### src/rtl/uop_queue.sv
// rtl/uop_queue.sv - micro-op buffer between decode and execute
// Accepts 1-3 uop groups per cycle and issues one uop per cycle in program order.
module uop_queue #(
  parameter int DEPTH = 8,
  parameter int UOP_W = 20
) (
  input  logic                       clk,
  input  logic                       a_rst,
  input  logic                       flush,
  output logic                       feed_req,
  input  logic                       feed_ack,
  input  logic [UOP_W-1:0]           uop_0,
  input  logic [UOP_W-1:0]           uop_1,
  input  logic [UOP_W-1:0]           uop_2,
  input  logic [1:0]                 uop_count,
  output logic [UOP_W-1:0]           uop_out,
  output logic                       uop_last,
  output logic                       uop_valid,
  input  logic                       uop_ready,
  output logic [$clog2(DEPTH):0]     level
);

  localparam int PTR_W = $clog2(DEPTH);
  localparam logic [PTR_W:0] MAX_FILL = (PTR_W+1)'(DEPTH - 3);

  logic [UOP_W:0]   mem [DEPTH];
  logic [PTR_W-1:0] wr_ptr;
  logic [PTR_W-1:0] rd_ptr;
  logic [PTR_W-1:0] wr_ptr_1;
  logic [PTR_W-1:0] wr_ptr_2;
  logic [1:0]       cnt_eff;
  logic [1:0]       n;
  logic [PTR_W:0]   n_lvl;
  logic             wr_en;
  logic             pop;
  logic [UOP_W:0]   head;

  // A count of 3 is treated as a 3-uop group.
  assign cnt_eff  = (uop_count == 2'd3) ? 2'd2 : uop_count;
  assign n        = cnt_eff + 2'd1;
  assign wr_ptr_1 = wr_ptr + PTR_W'(1);
  assign wr_ptr_2 = wr_ptr + PTR_W'(2);

  assign feed_req  = (level <= MAX_FILL) & ~flush;
  assign wr_en     = feed_ack & feed_req;
  assign uop_valid = (level != '0);
  assign pop       = uop_valid & uop_ready & ~flush;
  assign n_lvl     = wr_en ? (PTR_W+1)'(n) : '0;

  assign head     = mem[rd_ptr];
  assign uop_out  = head[UOP_W-1:0];
  assign uop_last = uop_valid & head[UOP_W];

  always_ff @(posedge clk or negedge a_rst) begin
    if (!a_rst) begin
      wr_ptr <= '0;
      rd_ptr <= '0;
      level  <= '0;
    end else if (flush) begin
      wr_ptr <= '0;
      rd_ptr <= '0;
      level  <= '0;
    end else begin
      if (wr_en) wr_ptr <= wr_ptr + PTR_W'(n);
      if (pop)   rd_ptr <= rd_ptr + PTR_W'(1);
      level <= level + n_lvl - (PTR_W+1)'(pop);
    end
  end

  // Storage is not reset; only the uop_0 entry carries the last flag.
  always_ff @(posedge clk) begin
    if (wr_en) begin
      case (cnt_eff)
        2'd2: begin
          mem[wr_ptr]   <= {1'b0, uop_2};
          mem[wr_ptr_1] <= {1'b0, uop_1};
          mem[wr_ptr_2] <= {1'b1, uop_0};
        end
        2'd1: begin
          mem[wr_ptr]   <= {1'b0, uop_1};
          mem[wr_ptr_1] <= {1'b1, uop_0};
        end
        default: begin
          mem[wr_ptr]   <= {1'b1, uop_0};
        end
      endcase
    end
  end

endmodule

### config.mk
export PLATFORM = sky130hd
export DESIGN_NAME = uop_queue
export DESIGN_NICKNAME = d
export VERILOG_FILES = /design/src/rtl/uop_queue.sv
export SDC_FILE = /design/constraint.sdc
export NUM_CORES = 1
export LEC_CHECK = 0
export CORE_MARGIN = 2
export CORE_UTILIZATION = 55
export DETAILED_ROUTE_END_ITERATION = 16
export PLACE_DENSITY = 0.75
export SYNTH_ARGS = -nofsm -noshare
export SYNTH_HDL_FRONTEND = slang
export SYNTH_SLANG_ARGS = --single-unit
### constraint.sdc
create_clock -name clk -period 5.57 [get_ports clk]
set_input_delay 0.8355 -clock clk [delete_from_list [all_inputs] [get_ports clk]]
set_output_delay 0.8355 -clock clk [all_outputs]
set_load 0.02 [all_outputs]
# After elaboration in Yosys (flattened, before gate mapping)
# Memory sizes are Yosys's and may differ from the RTL's.
# Index checks and enable logic that the tools add are counted.
[totals]
regBits = 10
ramBits = 168
in_bits = 67
out_inout_bits = 27
mem_count = 1
[classes]
add_sub_neg = 7
order_cmp = 1
eq_ne = 3
n_mux = 19
n_bitwise = 9
reduce_logical = 4
[memory_table]
columns = ["name", "words", "width", "rd", "rd_ports_with_merged_regs", "wr", "line", "source"]
rows = [
  ["mem", 8, 21, 1, 0, 3, "26", "logic [UOP_W:0] mem [DEPTH];"],
]
[ops]
columns = ["operator", "n"]
rows = [
  ["$mux W21", 3],
  ["$mux W3", 4],
  ["$mux W1", 9],
  ["$add A3 B1 Y3 const B", 2],
  ["$and A1 B1 Y1", 5],
  ["$add A4 B2 Y4", 1],
  ["$eq A2 B2 Y1 const B", 2],
  ["$le A4 B3 Y1 const B", 1],
  ["$mux W2", 2],
  ["$mux W4", 1],
  ["$reduce_bool A2 Y1", 2],
  ["$reduce_bool A4 Y1", 1],
  ["$sub A4 B1 Y4", 1],
  ["$add A3 B2 Y3", 1],
  ["$add A3 B2 Y3 const B", 1],
  ["$or A1 B1 Y1", 3],
  ["$add A2 B1 Y2 const B", 1],
  ["$eq A2 B1 Y1 const B", 1],
  ["$reduce_or A2 Y1", 1],
  ["$not A1 Y1", 1],
]

# Logic depth before layout (Yosys ltp)
[logic_depth]
depth_word = 8
depth_mapped = 16
depth_no_buf = 12

# Least setup slack after synthesis
# OpenSTA, ideal clock, no wires.
[synth_path]
kind = "input -> register"
start = "input port flush"
end = "memory mem[6][0] in the netlist's numbering, enable pin"
setup_ps = 409
arrival_ps = 2754
slack_ps = 2407
cell_stages = 6
path_buffers = 3
path_cell_list = "a21oi_1 nand3_1 buf_2 clkbuf_1 buf_1 a31oi_1"
[synth_rtl]
columns = ["item", "line", "source"]
rows = [
  ["start: declaration", "9", "input logic flush,"],
  ["end: declaration", "26", ""],
]

==> impl_metrics.env <==
export IMPL_outcome="complete, no violations"
export IMPL_fin_cells=1509
export IMPL_clock_path_buffers=2
export IMPL_synth_warnings=0
export IMPL_numClockSinks=178
export IMPL_first_pass_iters=8
export IMPL_synth_most_common_cell="edfxtp_1"
export IMPL_crit_start="wr_ptr[1]$_DFFE_PN0P_"
export IMPL_hold_class="reg -> reg"
export IMPL_dp_cells=1477
export IMPL_p_leak_nw=5.84
export IMPL_drtIter0Drc=1795
export IMPL_layout_nets=1256
export IMPL_hold_viol_final=0
export IMPL_yosys_top_cells_count="edfxtp_1 (160), a221o_1 (123), mux2i_1 (123)"
export IMPL_wl_per_cell_um=29.3
export IMPL_num_vias=11400
export IMPL_slew_violations=0
export IMPL_path_clk_slew_ns=0.07
export IMPL_root_buffer="clkbuf_16"
export IMPL_required_ns=5.70
export IMPL_ioPinCount=94
export IMPL_p_total_mw=5.35
export IMPL_gp_congestion=0.912
export IMPL_drcViolationCount=0
export IMPL_synth_area_leaders="edfxtp_1 (37%), a221o_1 (9.4%), mux2i_1 (9.4%)"
export IMPL_synth_edf_count=160
export IMPL_worst_path_dominant_cell_family="flip-flops"
export IMPL_syn_to_final_growth_pct=13.1
export IMPL_rsz0062_at_grt="false"
export IMPL_reg2regPathDepth=6
export IMPL_cts_htree_levels=4
export IMPL_avgSynthCellArea_um2=11.1
export IMPL_tritoncts="done"
export IMPL_ant_nets=0
export IMPL_r2r_end="mem[5][17]$_DFFE_PP_"
export IMPL_dieArea_um2=25100
export IMPL_postSynth_asyncResetShare=0.0562
export IMPL_holdWs_ns=0.455
export IMPL_rrSetupSlack_ns=1.58
export IMPL_grt_pass1_wl_um=65400
export IMPL_dp_hpwl_um=26900
export IMPL_ys_types=64
export IMPL_ir_drop_uv=324
export IMPL_crit_chain="ha_1 > xor2_2 > and3_1 > nor2_1 > a21oi_2 > buf_4"
export IMPL_cpPeakStageDelay_ns=0.79
export IMPL_diodes=0
export IMPL_cts_setup_buffers=0
export IMPL_initial_core_util=0.559
export IMPL_synth_nets=1259
export IMPL_tns_ns=0
export IMPL_fin_crit_sh=0.716
export IMPL_portBuffers=93
export IMPL_grtUsageTotal=0.356
export IMPL_yosys_area_top_type="edfxtp_1"
export IMPL_arrival_ns=4.12
export IMPL_cts_resized=0
export IMPL_die_x_um=159
export IMPL_min_from="mem[6][20]$_SDFFE_PP1P_"
export IMPL_slowest_stage="dfrtp_1"
export IMPL_max_freq_ghz=0.251
export IMPL_antenna_found_initial=0
export IMPL_whs_path_depth=2
export IMPL_cts_buffers_inserted=17
export IMPL_path_buf_inv=1
export IMPL_ys_ff_latch=178
export IMPL_cp_start_kind="register"
export IMPL_tightest_slew_ns=1.40
export IMPL_clkLatencyLatePin_ns=0.45
export IMPL_finalCriticalPeriod_ns=3.99
export IMPL_grt_remaining_overflow=0
export IMPL_grt_max_degree=129
export IMPL_hold_end="mem[6][20]$_SDFFE_PP1P_"
export IMPL_drive_above_1_share=0.174
export IMPL_hold_buffers=0
export IMPL_postSynthCellCount=1180
export IMPL_cap_violations=0
export IMPL_yosys_most_used_dff="edfxtp_1"
export IMPL_via_per_inst=7.54
export IMPL_worst_setup_path_type="reg -> reg"
export IMPL_synthesis_area_um2=13100
export IMPL_timing_rr_start="wr_ptr[1]$_DFFE_PN0P_"
export IMPL_maxSlewHeadroom=0.0686
export IMPL_synth_top_area_frac=0.366
export IMPL_grt_pass1_vias=10800
export IMPL_die_h_um=159
export IMPL_cp_max_fo=21
export IMPL_fp_coreArea_um2=23500
export IMPL_finish_utilization=0.632
export IMPL_routed_wl_um=44100
export IMPL_end_kind="register"
export IMPL_setup_viol=0
export IMPL_row_count=56
export IMPL_skew_ns=0.0117
export IMPL_power_density_nw_per_um2=361
export IMPL_seq_area_frac_synth=0.397
[where the power goes]
group          leakage [nW]  switching, mW  internal [mW]
Sequential             1.65          0.121           1.65
Clock                 0.287          0.556          0.713
Combinational          3.91           1.29           1.02
Total                  5.84           1.97           3.38
[flip-flops by register name (all words and copies together) (netlist names)]
signal  flops
wr_ptr      3
rd_ptr      3
level       4
mem       168
[cells by family (layout without fill, tap and decap cells)]
family	count (synthesis)	after routing	synth area share
adders and majority gates	12	12	0.0126
AOI/OAI and AO/OA	288	288	0.184
and+or+nand+nor	290	290	0.122
DFF	178	178	0.397
xor gates and xnor gates	6	6	0.00600
buffers and inverters	182	192	0.0593
muxes	224	224	0.219
[how the worst max path moves through the flow]
stage | endpoint | slack [ns] | cells after the start
2_1_floorplan | mem[6][0]$_DFFE_PP_ | 2.41 | 6
3_3_place_gp | mem[1][17]$_DFFE_PP_ | 1.63 | 5
3_5_place_dp | mem[5][14]$_DFFE_PP_ | 1.56 | 5
4_1_cts | uop_out[19] | 1.54 | 4
5_1_grt | uop_out[19] | 1.46 | 4
6_report | mem[5][17]$_DFFE_PP_ | 1.58 | 6
[worst register-to-register path, delay by kind of cell (launching register included)]
kind	cells	cell delay [ns]
DFF	1	0.79
AOI/OAI and AO/OA	1	0.79
xor gates and xnor gates	1	0.72
and+or+nand+nor	2	0.52
adders and majority gates	1	0.45
buffers and inverters	1	0.40
[metrics by stage]
step / setup WS, ns / instance area (um^2)
global placement: 1.63 / 14200
CTS: 1.54 / 14800
finish: 1.58 / 14800
global route: 1.46 / 14800
floorplan: 2.41 / 13100
detailed placement: 1.56 / 14200
[layout make-up]
cell class / instances / area (um^2)
flip-flops and latches: 178 / 5220
inverters: 24 / 90.1
clock buffers: 18 / 429
multi-input cells: 820 / 7250
clock inverters: 14 / 176
well taps: 319 / 399
fillers: 1795 / 8630
repair buffers: 136 / 1280
[metal layers]
layer | share of wire | track usage | vias to the layer above
met4 | 0.053 | 0.167 | 0
met1 | 0.36 | 0.468 | 5482
li1 | - | - | 4732
met2 | 0.46 | 0.558 | 961
met3 | 0.13 | 0.0846 | 202
met5 | 0 | 0 | -
[layout by cell type, fill, tap and decap left out, types with 18 or more instances in the layout]
cell and instances:
nor3_1 23, and3_1 101, a2bb2oi_1 18, inv_1 22, nand2b_1 18, o21ai_0 37
nor2_1 20, mux2_2 45, clkdlybuf4s50_1 93, or3_1 22, a221o_1 123, mux4_2 42
nand2_1 63, edfxtp_1 160, o211ai_1 30, buf_4 41, mux2i_1 123
Power figures use the tool's default switching activity.
